--- config.mk ---
export PLATFORM = sky130hd
export DESIGN_NAME = rr_bus_mux_flat
export DESIGN_NICKNAME = d
export VERILOG_FILES = /design/src/rtl/rr_bus_mux_if.sv /design/src/rtl/rr_bus_mux.sv /design/src/flat_wrapper.sv
export SDC_FILE = /design/constraint.sdc
export NUM_CORES = 1
export LEC_CHECK = 0
export BUFFER_PORTS_ARGS = -buffer_cell sky130_fd_sc_hd__buf_2
export CAP_MARGIN = 40
export CORE_ASPECT_RATIO = 0.75
export CORE_MARGIN = 1.5
export CORE_UTILIZATION = 47
export CTS_CLUSTER_DIAMETER = 120
export DETAILED_ROUTE_END_ITERATION = 16
export PLACE_DENSITY = 0.92
export SLEW_MARGIN = 20
export SYNTH_ARGS = -nofsm -noshare
export SYNTH_HDL_FRONTEND = slang
export SYNTH_SLANG_ARGS = --single-unit
--- constraint.sdc ---
create_clock -name clk -period 3.85 [get_ports clk]
set_input_delay 0.385 -clock clk [delete_from_list [all_inputs] [get_ports clk]]
set_output_delay 0.385 -clock clk [all_outputs]
set_load 0.05 [all_outputs]
--- src/rtl/rr_bus_mux_if.sv ---
// Handshake bundle between NUM_SRC producers, the rr_bus_mux arbiter and its single consumer.
// The "slave" modport is the mux's view; "master" is the surrounding producers/consumer.
interface rr_bus_mux_if #(
  parameter int unsigned WIDTH   = 16,
  parameter int unsigned NUM_SRC = 5,
  parameter int unsigned SW      = $clog2(NUM_SRC)
);

  logic [NUM_SRC*WIDTH-1:0] src_data;
  logic [NUM_SRC-1:0]       src_valid;
  logic [NUM_SRC-1:0]       src_ready;
  logic [WIDTH-1:0]         out_data;
  logic                     out_valid;
  logic                     out_ready;
  logic [SW-1:0]            out_src;
  logic [7:0]               busy_cnt;

  modport slave (
    input  src_data,
    input  src_valid,
    input  out_ready,
    output src_ready,
    output out_data,
    output out_valid,
    output out_src,
    output busy_cnt
  );

  modport master (
    output src_data,
    output src_valid,
    output out_ready,
    input  src_ready,
    input  out_data,
    input  out_valid,
    input  out_src,
    input  busy_cnt
  );

endinterface

--- src/rtl/rr_bus_mux.sv ---
// Registered N-to-1 bus mux: arbitrates valid/ready producers (round-robin or fixed priority)
// into a single output register tagged with the winning source index.
module rr_bus_mux #(
  parameter int unsigned WIDTH   = 16,
  parameter int unsigned NUM_SRC = 5,
  parameter bit          RR_EN   = 1'b1,
  parameter int unsigned SW      = $clog2(NUM_SRC)
) (
  input logic         clk,
  input logic         reset,
  rr_bus_mux_if.slave bus
);

  localparam logic [SW-1:0] LastIdx = SW'(NUM_SRC - 1);

  logic [WIDTH-1:0] out_data_q, out_data_d;
  logic             out_valid_q, out_valid_d;
  logic [SW-1:0]    out_src_q, out_src_d;
  logic [7:0]       busy_cnt_q, busy_cnt_d;
  logic [SW-1:0]    last_grant_q, last_grant_d;

  logic             load;
  logic             any_found, hi_found;
  logic [SW-1:0]    any_idx, hi_idx, gnt_idx;
  logic [WIDTH-1:0] gnt_data;

  // Lowest valid index overall, and lowest valid index above last_grant. In round-robin mode
  // the latter wins when present, which is exactly the wrap-around search from last_grant+1.
  always_comb begin
    any_found = 1'b0;
    hi_found  = 1'b0;
    any_idx   = '0;
    hi_idx    = '0;
    for (int unsigned i = 0; i < NUM_SRC; i++) begin
      if (bus.src_valid[i]) begin
        if (!any_found) begin
          any_found = 1'b1;
          any_idx   = SW'(i);
        end
        if (!hi_found && (SW'(i) > last_grant_q)) begin
          hi_found = 1'b1;
          hi_idx   = SW'(i);
        end
      end
    end
    gnt_idx = (RR_EN && hi_found) ? hi_idx : any_idx;
  end

  always_comb begin
    gnt_data = '0;
    for (int unsigned i = 0; i < NUM_SRC; i++) begin
      if (gnt_idx == SW'(i)) begin
        gnt_data = bus.src_data[i*WIDTH +: WIDTH];
      end
    end
  end

  assign load = !out_valid_q || bus.out_ready;

  // Ready is held low during reset so no beat is consumed that the register cannot capture.
  always_comb begin
    bus.src_ready = '0;
    for (int unsigned i = 0; i < NUM_SRC; i++) begin
      bus.src_ready[i] = load && any_found && !reset && (gnt_idx == SW'(i));
    end
  end

  always_comb begin
    out_data_d   = out_data_q;
    out_valid_d  = out_valid_q;
    out_src_d    = out_src_q;
    last_grant_d = last_grant_q;
    busy_cnt_d   = busy_cnt_q;
    if (load) begin
      out_valid_d = any_found;
      if (any_found) begin
        out_data_d = gnt_data;
        out_src_d  = gnt_idx;
        if (RR_EN) begin
          last_grant_d = gnt_idx;
        end
      end
    end
    if (out_valid_q && !bus.out_ready && (busy_cnt_q != 8'hFF)) begin
      busy_cnt_d = busy_cnt_q + 8'd1;
    end
  end

  always_ff @(posedge clk or posedge reset) begin
    if (reset) begin
      out_data_q   <= '0;
      out_valid_q  <= 1'b0;
      out_src_q    <= '0;
      busy_cnt_q   <= '0;
      last_grant_q <= LastIdx;
    end else begin
      out_data_q   <= out_data_d;
      out_valid_q  <= out_valid_d;
      out_src_q    <= out_src_d;
      busy_cnt_q   <= busy_cnt_d;
      last_grant_q <= last_grant_d;
    end
  end

  assign bus.out_data  = out_data_q;
  assign bus.out_valid = out_valid_q;
  assign bus.out_src   = out_src_q;
  assign bus.busy_cnt  = busy_cnt_q;

endmodule

--- src/flat_wrapper.sv ---
// flat-port wrapper written by rule: the top's interface ports become plain ports
module rr_bus_mux_flat 
#(
  parameter int unsigned WIDTH   = 16,
  parameter int unsigned NUM_SRC = 5,
  parameter bit          RR_EN   = 1'b1,
  parameter int unsigned SW      = $clog2(NUM_SRC)
)
  (clk, reset, bus_src_data, bus_src_valid, bus_out_ready, bus_src_ready, bus_out_data, bus_out_valid, bus_out_src, bus_busy_cnt);
  rr_bus_mux_if #(.WIDTH(WIDTH), .NUM_SRC(NUM_SRC), .SW(SW)) bus_i ();
  input logic clk;
  input logic reset;
  input wire logic [$bits(bus_i.src_data)-1:0] bus_src_data;
  input wire logic [$bits(bus_i.src_valid)-1:0] bus_src_valid;
  input wire logic [$bits(bus_i.out_ready)-1:0] bus_out_ready;
  output wire logic [$bits(bus_i.src_ready)-1:0] bus_src_ready;
  output wire logic [$bits(bus_i.out_data)-1:0] bus_out_data;
  output wire logic [$bits(bus_i.out_valid)-1:0] bus_out_valid;
  output wire logic [$bits(bus_i.out_src)-1:0] bus_out_src;
  output wire logic [$bits(bus_i.busy_cnt)-1:0] bus_busy_cnt;
  assign bus_i.src_data = bus_src_data;
  assign bus_i.src_valid = bus_src_valid;
  assign bus_i.out_ready = bus_out_ready;
  assign bus_src_ready = bus_i.src_ready;
  assign bus_out_data = bus_i.out_data;
  assign bus_out_valid = bus_i.out_valid;
  assign bus_out_src = bus_i.out_src;
  assign bus_busy_cnt = bus_i.busy_cnt;
  rr_bus_mux #(.WIDTH(WIDTH), .NUM_SRC(NUM_SRC), .RR_EN(RR_EN), .SW(SW)) u_core (.clk(clk), .reset(reset), .bus(bus_i));
endmodule
==> reports/results.tsv <==
metric	value	unit
grt_pass1_vias	1920	
finalHoldViolations	0	
dr.pass1.iters	4	
synthFlopType	dfrtp_1	
cap_violations	0	
grt_usage	0.2590	
cts_hold_buf	0	
fp.dieW	77.56	um
slew_headroom	0.6481	
cts_max_level	2	
floorplan.initialDensity	0.4863	
io_buffers	120	
multi_input_area	1121	um^2
coreArea	4029	um^2
vias	2057	
io_pins	121	
fmax	329.1	MHz
cts_sinks	29	
r2r-start	u_core.last_grant_q[1]$_DFFE_PP0P_	
hold_path_class	in -> async	
layout_common_cells	120 x buf_2, 28 x dfrtp_1, 19 x mux2i_1	
mostFrequentLayoutCell	buf_2	
wl	5.726	mm
final_cells	368	
rows	20	
grt_pass1_wl	9.045	mm
area_growth	35.25	%
ant_nets	0	
synth.ff_latch_count	29	
ir_worst_vdd	0.4117	mV
syn_avg_cell_area	10.26	um^2
reg2reg_depth	7	
grt_max_degree	26	
synth-async-reset-ratio	1.000	
synth_edf_count	0	
final_max_slew_viol_count	0	
regToRegEndpoint	u_core.bus.out_data[15]$_DFFE_PP0P_	
startpoint_type	flip-flop	
critical_path_class	reg -> out	
die_h	58.92	um
p_per_area	844.8	nW/um^2
power_leakage	1.331	nW
finalSetupViolCount	0	
clk_latency	0.28	ns
netlist_area	1959	um^2
arrival	2.65	ns
dieArea	4569	um^2
fin_util	0.6578	
cts_resized	0	
crit_path_end_kind	output pin	
yosysSeqAreaShare	0.3710	
critPathRequiredTime	3.46	ns
hpwl	4.324	mm
fillers	365	
fin_tns_setup	0	ns
status	complete, no violations	
cp-startpoint	u_core.last_grant_q[1]$_DFFE_PP0P_	
skew	0.002140	ns
drt_iter0_markers	162	
ys_warn_count	0	
place_inst	360	
cts_tree	yes	
register_area	726.9	um^2
diodes	0	
layout-drive-gt1-share	0.4952	
clock_path_buffers	2	
fin_crit	3.039	ns
antenna_found_initial	0	
globalRouteOverflowTotal	0	
cts_setup_buffers	0	
vias_per_cell	5.590	
worstPathMaxFanout	20	
wire_per_inst	15.56	um
power	2.239	mW
drc	0	
cts.clk_slew.worst_paths	0.06	ns
fin_crit_sh	0.7893	
rrSetupSlack	1.51	ns
rsz0062_at_grt	no	
synthCells	191	
worstMarginPinSlew	0.5274	ns
cp-endpoint	bus_src_ready[3]	
numCtsBuffers	5	
final_nets	401	
synth_cell_type_count	49	
cts-root-buf	clkbuf_8	
syn_nets	280	
place_congestion	0.8009	
## metal layers
metal,track usage,share of wire,up-vias
met3,0.04806,0.055,8
li1,-,-,968
met4,0.1091,0.014,0
met2,0.4298,0.48,85
met5,0,0,-
met1,0.3386,0.46,996
## per-stage QoR
step / cell area [um^2] / setup WS [ns] / hold slack (ns)
after floorplan: 1959 / 1.038 / 0.4729
after global placement: 2570 / 1.121 / 0.3413
after detailed placement: 2570 / 1.024 / 0.3424
after CTS: 2650 / 0.8047 / 0.03829
after global routing: 2650 / 0.7033 / 0.03768
final: 2650 / 0.8112 / 0.04195
## worst min path at each step
stage / slack (ns) / to / cells past startpoint / from
2_1_floorplan: 0.47 / u_core.bus.busy_cnt[0]$_DFFE_PP0P_ / 1 / reset
3_3_place_gp: 0.34 / u_core.bus.out_data[14]$_DFFE_PP0P_ / 2 / reset
3_5_place_dp: 0.34 / u_core.bus.out_data[2]$_DFFE_PP0P_ / 2 / reset
4_1_cts: 0.04 / u_core.bus.out_data[2]$_DFFE_PP0P_ / 2 / reset
5_1_grt: 0.04 / u_core.bus.out_data[11]$_DFFE_PP0P_ / 2 / reset
6_report: 0.04 / u_core.bus.out_data[11]$_DFFE_PP0P_ / 2 / reset
## registers in the layout, summed over array words and instances, names as in the netlist
signal and flops:
u_core.bus.out_src 1, u_core.last_grant_q 3, u_core.bus.out_data 16, u_core.bus.out_valid 1, u_core.bus.busy_cnt 8
## power breakdown
part           internal (mW)  leakage, nW  switching [mW]
registers              0.445        0.341           0.108
clock network          0.128       0.0395           0.112
logic                  0.455        0.950           0.991
## cell usage after synthesis (2+ instances only)
| cell type | n | area [um^2] |
|---|---|---|
| dfrtp_1 | 28 | 700.7 |
| mux2i_1 | 19 | 190.2 |
| nand2_1 | 15 | 56.30 |
| a21oi_1 | 14 | 70.07 |
| o22ai_1 | 13 | 81.33 |
| or2_1 | 10 | 62.56 |
| a221oi_2 | 9 | 135.1 |
| nor2_1 | 6 | 22.52 |
| and3_1 | 5 | 31.28 |
| nand3_1 | 5 | 25.02 |
| xnor2_1 | 5 | 43.79 |
| a221oi_1 | 4 | 35.03 |
| inv_1 | 4 | 15.01 |
| or3_1 | 4 | 25.02 |
| a22oi_1 | 3 | 22.52 |
| buf_4 | 3 | 22.52 |
| buf_6 | 3 | 33.78 |
| o211ai_1 | 3 | 22.52 |
| or2_0 | 3 | 18.77 |
| buf_2 | 2 | 10.01 |
| buf_8 | 2 | 30.03 |
| nand2b_1 | 2 | 12.51 |
| nor2b_1 | 2 | 12.51 |
| xor2_1 | 2 | 17.52 |
## worst max-delay path: stages (launching register included)
cell,delay (ns)
dfrtp_1,0.44
nor2_1,0.31
a32o_1,0.27
a41o_1,0.12
buf_4,0.30
and2_2,0.46
and3_1,0.21
buf_2,0.25
## cells by family after synthesis
logic type,Yosys count,synth area share
xor+xnor,7,0.03129
fa+ha+maj,1,0.006385
mux,21,0.1105
simple gates,60,0.1750
buf+inv,15,0.05874
flops,29,0.3710
compound gates,58,0.2471
## final cells by class
type,count,share of cell area
repair buffers,125,0.2408
clock buffers,8,0.03022
multi-input cells,147,0.4230
well taps,55,0.02597
flip-flops and latches,29,0.2743
inverters,4,0.005666
(Power assumes the default switching activity.)
